File: src/rtl/pkt_output_mux.sv
// Packet-aware N:1 output mux: locks to the granted input for a whole
// packet and buffers beats in a 2-entry head/skid stage.
// Ports: clk, rst_n; arb_active/mux_sel grant; data_in/valid_in/last_in
// and ready_out per input; data_out/valid_out/last_out/ready_in output
// link; busy/cur_sel lock status; pkt_done end-of-packet pulse.
module pkt_output_mux #(
  parameter int NUM_PORTS = 4,
  parameter int DATA_W    = 16,
  parameter int SEL_W     = $clog2(NUM_PORTS)
) (
  input  logic                        clk,
  input  logic                        rst_n,
  input  logic                        arb_active,
  input  logic [SEL_W-1:0]            mux_sel,
  input  logic [NUM_PORTS*DATA_W-1:0] data_in,
  input  logic [NUM_PORTS-1:0]        valid_in,
  input  logic [NUM_PORTS-1:0]        last_in,
  output logic [NUM_PORTS-1:0]        ready_out,
  output logic [DATA_W-1:0]           data_out,
  output logic                        valid_out,
  output logic                        last_out,
  input  logic                        ready_in,
  output logic                        busy,
  output logic [SEL_W-1:0]            cur_sel,
  output logic                        pkt_done
);

  typedef enum logic {
    IDLE   = 1'b0,
    LOCKED = 1'b1
  } state_t;

  localparam logic [SEL_W:0] NP = (SEL_W+1)'(NUM_PORTS);

  state_t            state;
  logic [1:0]        count;
  logic [DATA_W-1:0] head_data;
  logic [DATA_W-1:0] skid_data;
  logic              head_last;
  logic              skid_last;

  logic              sel_valid;
  logic              sel_last;
  logic [DATA_W-1:0] sel_data;
  logic              full;
  logic              push;
  logic              pop;
  logic              in_range;

  assign full     = (count == 2'd2);
  assign in_range = ({1'b0, mux_sel} < NP);

  always_comb begin
    sel_valid = 1'b0;
    sel_last  = 1'b0;
    sel_data  = '0;
    ready_out = '0;
    for (int i = 0; i < NUM_PORTS; i++) begin
      if (cur_sel == SEL_W'(i)) begin
        sel_valid    = valid_in[i];
        sel_last     = last_in[i];
        sel_data     = data_in[i*DATA_W +: DATA_W];
        ready_out[i] = (state == LOCKED) && !full;
      end
    end
  end

  assign push      = (state == LOCKED) && !full && sel_valid;
  assign valid_out = (count != 2'd0);
  assign pop       = valid_out && ready_in;
  assign data_out  = valid_out ? head_data : '0;
  assign last_out  = valid_out ? head_last : 1'b0;
  assign busy      = (state == LOCKED);

  always_ff @(posedge clk or negedge rst_n) begin
    if (!rst_n) begin
      state    <= IDLE;
      cur_sel  <= '0;
      pkt_done <= 1'b0;
    end else begin
      pkt_done <= push && sel_last;
      unique case (state)
        IDLE: begin
          if (arb_active && in_range) begin
            cur_sel <= mux_sel;
            state   <= LOCKED;
          end
        end
        LOCKED: begin
          if (push && sel_last)
            state <= IDLE;
        end
        default: state <= IDLE;
      endcase
    end
  end

  // Head always holds the oldest beat; skid holds the second when full.
  always_ff @(posedge clk or negedge rst_n) begin
    if (!rst_n) begin
      count     <= 2'd0;
      head_data <= '0;
      head_last <= 1'b0;
      skid_data <= '0;
      skid_last <= 1'b0;
    end else begin
      unique case ({push, pop})
        2'b10: begin
          if (count == 2'd0) begin
            head_data <= sel_data;
            head_last <= sel_last;
          end else begin
            skid_data <= sel_data;
            skid_last <= sel_last;
          end
          count <= count + 2'd1;
        end
        2'b01: begin
          head_data <= skid_data;
          head_last <= skid_last;
          count     <= count - 2'd1;
        end
        2'b11: begin
          if (count == 2'd1) begin
            head_data <= sel_data;
            head_last <= sel_last;
          end else begin
            head_data <= skid_data;
            head_last <= skid_last;
            skid_data <= sel_data;
            skid_last <= sel_last;
          end
        end
        default: ;
      endcase
    end
  end

endmodule

File: config.mk
export PLATFORM = sky130hd
export DESIGN_NAME = pkt_output_mux
export DESIGN_NICKNAME = d
export VERILOG_FILES = /design/src/rtl/pkt_output_mux.sv
export SDC_FILE = /design/constraint.sdc
export NUM_CORES = 1
export LEC_CHECK = 0
export CELL_PAD_IN_SITES_DETAIL_PLACEMENT = 1
export CELL_PAD_IN_SITES_GLOBAL_PLACEMENT = 1
export CORE_ASPECT_RATIO = 0.6
export CORE_MARGIN = 1.5
export CORE_UTILIZATION = 33
export DETAILED_ROUTE_END_ITERATION = 16
export GPL_TIMING_DRIVEN = 0
export HOLD_SLACK_MARGIN = 0.03
export PLACE_DENSITY_LB_ADDON = 0.3
export SLEW_MARGIN = 10
export SYNTH_ARGS = -nofsm -noshare
export SYNTH_HDL_FRONTEND = slang
export SYNTH_SLANG_ARGS = --single-unit
export TNS_END_PERCENT = 30
File: constraint.sdc
create_clock -name clk -period 3.9 [get_ports clk]
set_clock_uncertainty 0.15 [all_clocks]
set_input_delay 0.975 -clock clk [delete_from_list [all_inputs] [get_ports clk]]
set_output_delay 0.975 -clock clk [all_outputs]
set_load 0.005 [all_outputs]
After elaboration in Yosys (flattened, before gate mapping) --
Index checks and enable logic that the tools add are counted.
Word-level totals: register bits 40, input bits 78, output and inout bits 26, word-level logic and storage cells 70
Operators by class: add/sub/neg operators 2, eq/ne operators 11, mux-type cells 34, bitwise gates (word level) 1, reductions and logical operators 14
Operator list (count):
- 16-bit two-way mux | 9
- 16-bit one-hot mux with 3 select lines | 1
- 16-bit one-hot mux with 2 select lines | 1
- 1-bit two-way mux | 19
- 2-bit == test, second input constant | 5
- 2-bit by 1-bit == test with 1-bit output, second input constant | 3
- 2-bit != test, second input constant | 3
- 2-bit nonzero test | 3
- 1-bit logical AND | 4
- 2-bit logical NOT | 2
- 1-bit one-hot mux with 2 select lines | 2
- 2-bit one-hot mux with 2 select lines | 1
- 2-bit AND reduction | 2
- 1-bit one-hot mux with 3 select lines | 1
- 3-bit AND reduction | 1
- 3-bit nonzero test | 1
- 2-bit by 1-bit adder with 2-bit output, second input constant | 1
- 2-bit by 1-bit subtractor with 2-bit output, second input constant | 1
- 1-bit logical NOT | 1
- 1-bit inverter | 1

Logic depth before layout (Yosys ltp) --
word-level depth 9, gate-level depth with buffers 12, depth with buffers taken out 11

Least setup slack after synthesis --
Ideal clock, no wire load.
path kind in2reg, from in valid_in[2], to reg skid_data[10], setup time 0.125 ns, data arrival time 3.000 ns, data required time 3.625 ns, setup slack 0.626 ns, cell stages on the path 7, buffers on the path 1, path through and2_0 a211o_1 a32o_2 ha_1 o211ai_1 buf_2 mux2_2
On the way: longest elaborated chain between the ends 6, elaborated cells on any way between the ends 10, those cells by class eq/ne (4); mux (3); reduce/logical (3)
Ends and longest elaborated chain:
- start, declared | RTL line 16 | input logic [NUM_PORTS-1:0] valid_in,
- 1-bit two-way mux * (2 in series) | RTL line 59 | if (cur_sel == SEL_W'(i)) begin
- 1-bit logical AND * | RTL line 68 | assign push = (state == LOCKED) && !full && sel_valid;
- 2-bit == test | RTL line 107 | unique case ({push, pop})
- 2-bit != test (no line) or 2-bit nonzero test (tied branches)
- 3-bit AND reduction (no line)
- end signal, assigned | RTL line 113 | skid_data <= sel_data;
- end signal, assigned | RTL line 130 | skid_data <= sel_data;
- end, declared | RTL line 38 | logic [DATA_W-1:0] skid_data;
Every way passes the cells marked *; elsewhere a longest branch is shown, timed or not. A chain may end at the register's enable or synchronous reset.

Final worst setup path --
from in valid_in[2], to reg head_data[12]
On the way: longest elaborated chain between the ends 6, elaborated cells on any way between the ends 10, those cells by class eq/ne (4); mux (3); reduce/logical (3)
Ends and longest elaborated chain:
- 1-bit two-way mux * (2 in series) | RTL line 59
- 1-bit logical AND * | RTL line 68
- 2-bit == test or 2-bit by 1-bit == test with 1-bit output (tied branches) | RTL line 107
- 2-bit != test (no line) or 3-bit nonzero test (tied branches)
- 2-bit AND reduction (no line)
- end signal, assigned | RTL line 110 | head_data <= sel_data;
- end signal, assigned | RTL line 119 | head_data <= skid_data;
- end signal, assigned | RTL line 125 | head_data <= sel_data;
- end, declared | RTL line 37 | logic [DATA_W-1:0] head_data;
Marked as above.

==> results.txt <==
----------------------------------------------------
[Outcome]
  Outcome ... finished clean

[STA]
  Max-slew violation count ... 0
  Post-Route Hold Slack ... between 0.3 and 0.4 ns
  Worst-case setup margin in the final layout ... ~0.30 ns
  Fin. Hold Viols ... 0
  F_max ... 278.2 MHz
  Setup violators final ... 0
  Time the worst path needs with I/O delays and setup ... 3.595 ns
  Measured slew at the worst slew-check pin ... 0.5990 ns
  Slew margin rel. ... 60.07%
  Period utilization ... 92.18%
  Setup repair after global routing missed its margin ... false

[Routing]
  Wire length reported by the detailed router ... 6953 um
  Detailed-router iteration count before antenna repair ... 4
  Average routed wire per standard cell ... 18.30 um
  Residual DRC count ... 0
  Via count normalized by instance count ... 5.055
  Routed vias ... between 1500 and 2000
  Number of DRC markers after the initial detailed-route iteration ... 48
  Remaining antenna violation count after routing ... 0

[Worst hold path]
  Hold Path Depth ... 1
  HP Start ... head_data[2]$_DFFE_PN0P_
  Worst hold endpoint ... head_data[2]$_DFFE_PN0P_
  Worst min-delay path class ... reg -> reg

[Logic synthesis]
  Count leader, synth ... sky130_fd_sc_hd__dfrtp_1
  Ranking of synthesized cells by instance count ... 40 x sky130_fd_sc_hd__dfrtp_1, 25 x sky130_fd_sc_hd__mux2_2, 19 x sky130_fd_sc_hd__nor2b_1
  Synth area leader ... sky130_fd_sc_hd__dfrtp_1
  Share of the synthesized area in the top cell type ... about two fifths
  Synth Area per Inst ... 13.49 um^2
  Post-synthesis register bit count ... 40
  Yosys synthesis warning count ... 0
  Most common flop cell mapped by yosys ... sky130_fd_sc_hd__dfrtp_1
  Share of synthesized area occupied by flip-flops and latches ... 41.45%
  Proportion of synthesized flip-flops having asynchronous set or reset ... 100.0%
  Distinct cells, synth ... 26
  Gate count after technology mapping ... 179
  Number of nets produced by synthesis ... roughly 260
  Cell area after synthesis ... 0.002415 mm^2
  Top cells by area in the synthesized netlist ... sky130_fd_sc_hd__dfrtp_1 41%, sky130_fd_sc_hd__mux4_2 16%, sky130_fd_sc_hd__mux2_2 12%
  EDFF count, synth ... 0

[Global route]
  Vias in the first global route ... 2211
  Global-route wire length before repair ... 11470 um
  Final global-route overflow total ... 0
  Antenna violations before repair ... 0
  Overall Global Routing Usage ... 19.13%
  Largest net degree at the start of global routing ... 31

[Place]
  Number of buffers inserted by port buffering ... 103
  DP HPWL ... 5523 um
  Final estimated routing congestion in global placement ... just over 0.7
  Worst setup slack before clock tree synthesis ... -0.2641 ns

[Floorplan]
  Vertical die dimension ... 69.26 um
  Die outline width ... 113.4 um
  Die area ... about 0.0079 mm^2
  Standard-cell row count ... 23
  Total I/O pin count ... 104
  Starting Density ... 35.11%
  Placeable core region ... 0.006878 mm^2

[Clock tree]
  Clock-pin slew of the registers on the worst-case setup and hold paths ... 0.06 ns
  Num CTS Buffers ... 5
  Clk sinks ... 40
  CTS tree ... built
  Clock tree buffer depth ... 2
  CTS H-Tree Depth ... 2
  CTS root buf ... sky130_fd_sc_hd__clkbuf_16
  Source-to-sink clock delay at the later pin of the worst-skew pair ... 0.29 ns

[Flow run]
  Max-cap check violation count ... 0

[Worst setup path]
  Launching point of the worst reg2reg path ... count[0]$_DFFE_PN0P_
  Worst Path Arrival ... approximately 3.6 ns
  Setup crit end kind ... flip-flop
  Required @ worst endpoint ... just under 4 ns
  Reg2reg end ... head_data[12]$_DFFE_PN0P_
  Path depth of the worst reg2reg path ... 12
  Largest fanout on the critical path ... 10
  Type of origin of the critical path ... primary input
  Crit Path Category ... in -> reg
  Setup slack of the most critical reg-to-reg path ... roughly 0.82 ns

[Final layout]
  Fraction of layout instances using a drive strength above 1 ... around a quarter
  Final nets ... 376
  Final antenna diode count ... 0
  Utilization of the core after routing ... between 50% and 60%
  Synth-to-Final Area Change ... 55.49%

[Power]
  Power density cells ... 824.1 mW/mm^2
  Final Total Pwr ... 3094 uW
  Maximum VDD drop ... 349.5 uV
  Static leakage ... 0.001578 uW

----------------------------------------------------
## through the flow
step / setup TNS (ns) / instances / cell area (um^2)
finish: 0 / 380 / 3755
global route: 0 / 380 / 3755
CTS: 0 / 378 / 3737
detailed placement: -3.187 / 370 / 3570
global placement: -2.097 / 369 / 3555
floorplan: 0 / 179 / 2415
## per-layer routing
metal	track usage [%]	wire length, um	share of wire, %
met1	25.99	3295	47
met2	28.55	3019	43
met3	7.255	555	8.0
met4	5.417	82	1.2
met5	0	0	0
## placed cells by master, fill, tap and decap left out, drive strengths merged, types with 2 or more instances in the layout
cell type and count:
clkdlybuf4s50 102, o21ai 3, nand2 6, buf 11
inv 8, nor2b 19, nor2 3, and3 2
ha 6, a22o 17, nor3 2, mux4 17
clkbuf 9, dfrtp 40, xnor2 2, mux2 35
and2 2
## worst max-delay path by stage
stage	start	end	slack, ns	cells past startpoint
after floorplan	valid_in[2]	skid_data[10]$_DFFE_PN0P_	0.63	7
after global placement	valid_in[2]	skid_data[12]$_DFFE_PN0P_	-0.16	8
after detailed placement	valid_in[2]	skid_data[12]$_DFFE_PN0P_	-0.26	8
after CTS	valid_in[2]	skid_data[12]$_DFFE_PN0P_	0.03	8
after global routing	valid_in[2]	head_data[12]$_DFFE_PN0P_	0.16	11
final	valid_in[2]	head_data[12]$_DFFE_PN0P_	0.30	10
## critical path, stage by stage
cell,delay [ns]
sky130_fd_sc_hd__clkdlybuf4s50_1,0.41
sky130_fd_sc_hd__and2_0,0.16
sky130_fd_sc_hd__a211o_1,0.28
sky130_fd_sc_hd__a32o_2,0.33
sky130_fd_sc_hd__ha_1,0.26
sky130_fd_sc_hd__a21oi_1,0.21
sky130_fd_sc_hd__nor2_2,0.12
sky130_fd_sc_hd__clkbuf_1,0.26
sky130_fd_sc_hd__a22o_1,0.33
sky130_fd_sc_hd__mux2_4,0.28
## cell type report
| class | count | area (um^2) |
|---|---|---|
| buffer | 11 | 63.81 |
| timing repair buffer | 106 | 1061 |
| sequential | 40 | 1001 |
| multi-input combinational | 120 | 1323 |
| fill | 721 | 3123 |
| clock inverter | 3 | 42.54 |
| inverter | 8 | 30.03 |
| clock buffer | 5 | 125.1 |
| tap | 87 | 108.9 |
## cell families (layout without fill, tap and decap cells)
kind of cell               Yosys count  count (layout)  synth area share (%)
xor gates and xnor gates             2               2                0.7255
and+or+nand+nor                     35              35                 8.031
AOI/OAI and AO/OA                   24              24                 8.134
muxes                               53              53                 34.66
adders and majority gates            6               6                 3.109
DFF                                 40              40                 41.45
buffers and inverters               19             133                 3.886
## registers in the layout (all words and copies together), names as in the netlist
register and count:
cur_sel 2, skid_data 16, head_data 16, skid_last 1, head_last 1, pkt_done 1, count 2, busy 1
## power by group
group	leakage, uW	switching (uW)	internal (uW)
clock	0.0000798	170	300
combinational	0.00102	763	1110
sequential	0.000481	110	637
## repair_timing
item / 4_1_cts / 5_1_grt
resized for setup: 0 / 1
hold endpoints to repair: 0 / 0
hold buffers: 0 / 0
setup endpoints to repair: 0 / 12
setup buffers: 0 / 2
Note: power is estimated with default switching activity, not from simulation.
==> RTL change 1 (config.mk and constraints unchanged) <==
Change the parameter `DATA_W` from 16 to 20.
--- a/src/rtl/pkt_output_mux.sv
+++ b/src/rtl/pkt_output_mux.sv
@@ -5,7 +5,7 @@
 // link; busy/cur_sel lock status; pkt_done end-of-packet pulse.
 module pkt_output_mux #(
   parameter int NUM_PORTS = 4,
-  parameter int DATA_W    = 16,
+  parameter int DATA_W    = 20,
   parameter int SEL_W     = $clog2(NUM_PORTS)
 ) (
   input  logic                        clk,
Ports: changed (resized data_in and data_out); port bits go from 104 to 124. No check against the original RTL was run, so the function may have changed too.
==> RTL change 1 against the unedited design <==
- hold slack better by 0.0032 ns
- register-to-register slack improved by 0.07 ns
- maximum frequency rose by 0.20%
- wire length increased by 17%
- sequential power is 19% higher
- area after synthesis grew 18%
- utilization is 2.4 points lower
- power increased by 13%
- sequential cell count increased by 8
- count of clock-buffer cells in the layout grew 1
- setup slack improved by 0.0072 ns
- cell area increased by 17%
- critical endpoint is now skid_data[16]
- largest cell class unchanged
- highest routed layer unchanged
==> RTL change 1: results (changes against the unedited design) <==
- The slew of the pin with the lowest slew margin is 0.759 ns (+0.160 ns).
- The number of non-filler instances in the completed layout was 456 (+20%).
- The sequential share of cell area was 0.273 (+0.00654).
- The met3 wire length was 627 µm (+13%).
- The count of cells along the worst register-to-register path is 9 (-3).
- The half-perimeter wire length after detailed placement is 6420 µm (+16%).
- The worst slack after detailed placement was 0.0253 ns (+0.289 ns).
- The biggest cell delay along the critical path is 0.54 ns (+0.13 ns).
- The first-pass GRT wire length is 12700 µm (+10%).
- The setup TNS is 0 ns (unchanged).
- The capture instance of the worst register-to-register path is skid_data[16].
- The total length of routed wires was 8140 µm (+17%).
- The portion of the post-synthesis area used by sequential elements was 0.422 (+0.00728).
- The total of clock buffers placed in the layout is 6 (+1).
- The reported leakage power is 1.78 nW (+13%).
- The worst hold slack across all endpoints came to 0.350 ns (+0.00321 ns).
- The relative area of clock buffers and inverters in the final design is 0.0373 (-0.00738).
- The global routing usage on met1 is 0.235 (-0.0248).
- The slowest library cell on the worst path is sky130_fd_sc_hd__clkbuf_1.
- The met1 layer wirelength in the final routing is 3700 µm (+12%).
- The worst min-delay path startpoint is head_data[16].
- The count of multi-input gates is 140 (+17%).
- After synthesis, the most frequently instantiated cells are sky130_fd_sc_hd__dfrtp_1, sky130_fd_sc_hd__mux2_2, sky130_fd_sc_hd__nor2b_1, sky130_fd_sc_hd__a22o_1, sky130_fd_sc_hd__mux4_2.
- The run finished with clean final reports.
- The CTS sink count came to 48 (+20%).
- The setup slack on the worst flop-to-flop path is 0.89 ns (+0.07 ns).
- The path with the worst hold slack has its endpoint at head_data[16].
- The via count of the first global-routing pass is 2492 (+13%).
- The initial detailed-routing violation count is 71 (+48%).
- The met3 track demand over resource in global routing was 0.0545 (-0.0180).
- The footprint of the multi-input gates was 0.00153 mm² (+15%).
- The number of H-tree levels is 2 (unchanged).
- The worst flop-to-flop path startpoint is cur_sel[1].
- Among cell families on the critical path, the largest total delay comes from buffers and inverters.
- The maximum ir drop on the vdd rail is 355 µV (+1.7%).
- The post-synthesis area per instance is 13.4 µm² (-0.43%).
- The share of post-route cells with drive strength above 1 is 0.233 (-0.0166).
- The post-placement cell count is 448 (+21%).
- The portion of the layout cell area used by non-clock buffers is 0.304 (+0.00456).
- The cell area after placement was 0.00423 mm² (+19%).
- The synthesized netlist net count came to 312 (+19%).
- The data arrival time of the worst path is 3.61 ns (about the same).
- The count of input and output buffers came to 123 (+19%).
- The non-clock buffer total of the final layout is 140 (+20%).
- The multi-input combinational area share is 0.347 (-0.00542).
- The count of fill cells added during filler insertion was 887 (+23%).
- The total length of routed met2 wires is 3770 µm (+25%).
- The total number of vias was 2276 (+18%).
- The met2 demand-to-capacity share in global routing is 0.317 (+0.0311).
- By area the synthesized netlist is led by sky130_fd_sc_hd__dfrtp_1, sky130_fd_sc_hd__mux2_2, sky130_fd_sc_hd__mux4_2, sky130_fd_sc_hd__a22o_1, sky130_fd_sc_hd__nor2b_1.
- The largest registers in the layout are head_data: 20 flops, skid_data: 20 flops.
- The switching component of the power is 0.00117 W (+13%).
-- RTL change 1: changes by cell type after synthesis, sizes merged, moves of 4 or more --
cell / delta
nor2b: +4
a22o: +4
clkbuf: +6
dfrtp: +8
mux4: +4
mux2: +8
-- RTL change 1: power by group through the flow --
| stage | logic [W] | registers (W) | clock network [W] |
|---|---|---|---|
| 6_report | 0.00213 | 0.000888 | 0.000476 |
| 5_1_grt | 0.00233 | 0.000924 | 0.000511 |
| 4_1_cts | 0.00217 | 0.000888 | 0.000488 |
| 3_5_place_dp | 0.00215 | 0.000894 | 0 |
| 3_3_place_gp | 0.00209 | 0.000880 | 0 |
| 2_1_floorplan | 0.00140 | 0.000859 | 0 |
-- RTL change 1: cells by family after synthesis --
group	Yosys count	synth area share
AND/OR/NAND/NOR	39	0.0769
AO/OA/AOI/OAI	28	0.0822
flip-flops	48	0.422
buffers and inverters	24	0.0426
multiplexers	65	0.344
XOR/XNOR	2	0.00615
adder cells (fa/ha/maj)	6	0.0264
==> RTL change 2 (same settings) <==
Made on the original files. Make the reset (`rst_n`) synchronous in 2 clocked blocks.
--- a/src/rtl/pkt_output_mux.sv
+++ b/src/rtl/pkt_output_mux.sv
@@ -72,7 +72,7 @@
   assign last_out  = valid_out ? head_last : 1'b0;
   assign busy      = (state == LOCKED);
 
-  always_ff @(posedge clk or negedge rst_n) begin
+  always_ff @(posedge clk) begin
     if (!rst_n) begin
       state    <= IDLE;
       cur_sel  <= '0;
@@ -96,7 +96,7 @@
   end
 
   // Head always holds the oldest beat; skid holds the second when full.
-  always_ff @(posedge clk or negedge rst_n) begin
+  always_ff @(posedge clk) begin
     if (!rst_n) begin
       count     <= 2'd0;
       head_data <= '0;
Behaviour: differs if rst_n is asserted again (counterexample within 4 cycles, from zero or initial values and one cycle with rst_n low); with rst_n held inactive, the same outputs for 10 cycles.
==> RTL change 2 against the unedited design <==
- critical path depth grew 4
- count of clock-buffer cells in the layout grew 1
- wire length grew 7.1%
- area after synthesis up 1.8%
- first-iteration DRC count rose by 29%
- setup slack lost 0.090 ns
- cell area barely moved
- sequential cell count unchanged
- non-clock buffer count rose by 6
Power is not compared: it rests on default switching activity, and its combinational part moved more than twofold at a synthesized area within 25%.
==> RTL change 2: results (changes against the unedited design) <==
- The area fraction in compound gates after synthesis is 0.154 (+0.0723).
- The count of fill cells added during filler insertion is 802 (+11%).
- The detailed-route wire length per cell came to 16.8 µm (-8.3%).
- The fraction of synthesized area in multiplexers was 0.233 (-0.114).
- The number of H-tree levels came to 2 (unchanged).
- The main flop type after synthesis is sky130_fd_sc_hd__dfxtp_1.
- The net count reported at finish is 424 (+13%).
- The synthesized netlist net count was 315 (+20%).
- The post-cts resize count is 0 (unchanged).
- The instance count of the mapped netlist is 230 (+28%).
- The run finished with clean final reports.
- The vias per cell was 5.05 (-0.11%).
- The slew of the pin with the lowest slew margin is 0.730 ns (+0.131 ns).
- The data arrival time of the worst path is 3.75 ns (+0.13 ns).
- The number of antenna diodes is 0 (unchanged).
- The cell area after placement is 0.00361 mm² (+1.1%).
- The xor/xnor cell area share of the yosys netlist was 0.00712 (-0.000129).
- The initial detailed-routing violation count is 62 (+29%).
- The final weighted congestion in routability-driven placement was 0.791 (+10%).
- The total number of vias is 2242 (+17%).
- The biggest cell delay along the critical path is 0.50 ns (+0.09 ns).
- The worst slack after detailed placement is -0.0524 ns (+0.212 ns).
- The half-perimeter wire length after detailed placement is 5880 µm (+6.4%).
- The share of synthesized flip-flops with an asynchronous set or reset is 0 (-1.00).
- The commonest cells after synthesis are sky130_fd_sc_hd__dfxtp_1, sky130_fd_sc_hd__nor2b_1, sky130_fd_sc_hd__mux2i_1.
- The adder and majority gate portion of the synthesized area came to 0.0356 (+0.00454).
- The DRC violation count after routing is 0 (unchanged).
- The via count of the first global-routing pass is 2380 (+7.6%).
- The aggregate global-route resource usage is 0.191 (-0.000303).
- The count of input and output buffers came to 102 (-0.97%).
- The portion of the post-synthesis area used by sequential elements is 0.326 (-0.0888).
- The first-pass GRT wire length is 11800 µm (+3.0%).
- The count of unique library cells instantiated by Yosys is 37 (+42%).
- In the post-synthesis netlist, the biggest area contributors are sky130_fd_sc_hd__dfxtp_1, sky130_fd_sc_hd__mux4_2, sky130_fd_sc_hd__nor2b_1, sky130_fd_sc_hd__mux2i_1, sky130_fd_sc_hd__o211a_1.
- The latest clock arrival within the worst-skew pair is 0.27 ns (-0.02 ns).
- The classification of the worst-slack hold path is reg2reg.
- In this design, the largest share of critical-path delay is due to buffers and inverters.
- The share of post-route cells with drive strength above 1 is 0.126 (-0.123).
- The largest net degree at the start of global routing is 13 (-58%).
RTL change 2: metal layers:
metal | track usage | vias to the layer above | wire [µm]
met5 | 0 | - | 0
met4 | 0.0333 | 0 | 59
met3 | 0.0651 | 7 | 566
met2 | 0.314 | 77 | 3370
met1 | 0.247 | 1092 | 3450
li1 | - | 1066 | -
RTL change 2: power by group through the flow:
stage / registers [W] / logic, W / clock network, W
final: 0.000547 / 0.000924 / 0.000410
after global routing: 0.000557 / 0.00101 / 0.000440
after CTS: 0.000546 / 0.000931 / 0.000418
after detailed placement: 0.000554 / 0.000924 / 0
after global placement: 0.000549 / 0.000895 / 0
after floorplan: 0.000539 / 0.000604 / 0
RTL change 2: area by class of cell:
class                           instances  area (µm²)  area share
Clock buffer                            6         139      0.0370
Sequential cell                        40         801       0.213
Inverter                                5        18.8     0.00499
Clock inverter                          2        10.0     0.00266
Timing Repair Buffer                  102        1020       0.272
Multi-Input combinational cell        164        1510       0.401
Buffer                                 21         131      0.0350
Tap cell                              104         130      0.0346
RTL change 2: worst reg2reg max path: cells and delay by family, from the launching register on:
| kind | cells | cell delay, ns |
|---|---|---|
| flip-flops | 1 | 0.38 |
| AO/OA/AOI/OAI | 4 | 0.63 |
| adder cells (fa/ha/maj) | 2 | 0.38 |
| buffers and inverters | 4 | 0.83 |
| AND/OR/NAND/NOR | 5 | 0.93 |
RTL change 2: worst paths after layout:
path | slack, ns | from | depth (start not counted) | to
worst max-delay path | 0.21 | valid_in[1] | 14 | head_data[9]
worst min-delay path | 0.34 | head_data[3] | 1 | head_data[3]
worst max register to register | 0.53 | count[0] | 15 | head_data[9]
worst min register to register | 0.34 | head_data[3] | 1 | head_data[3]
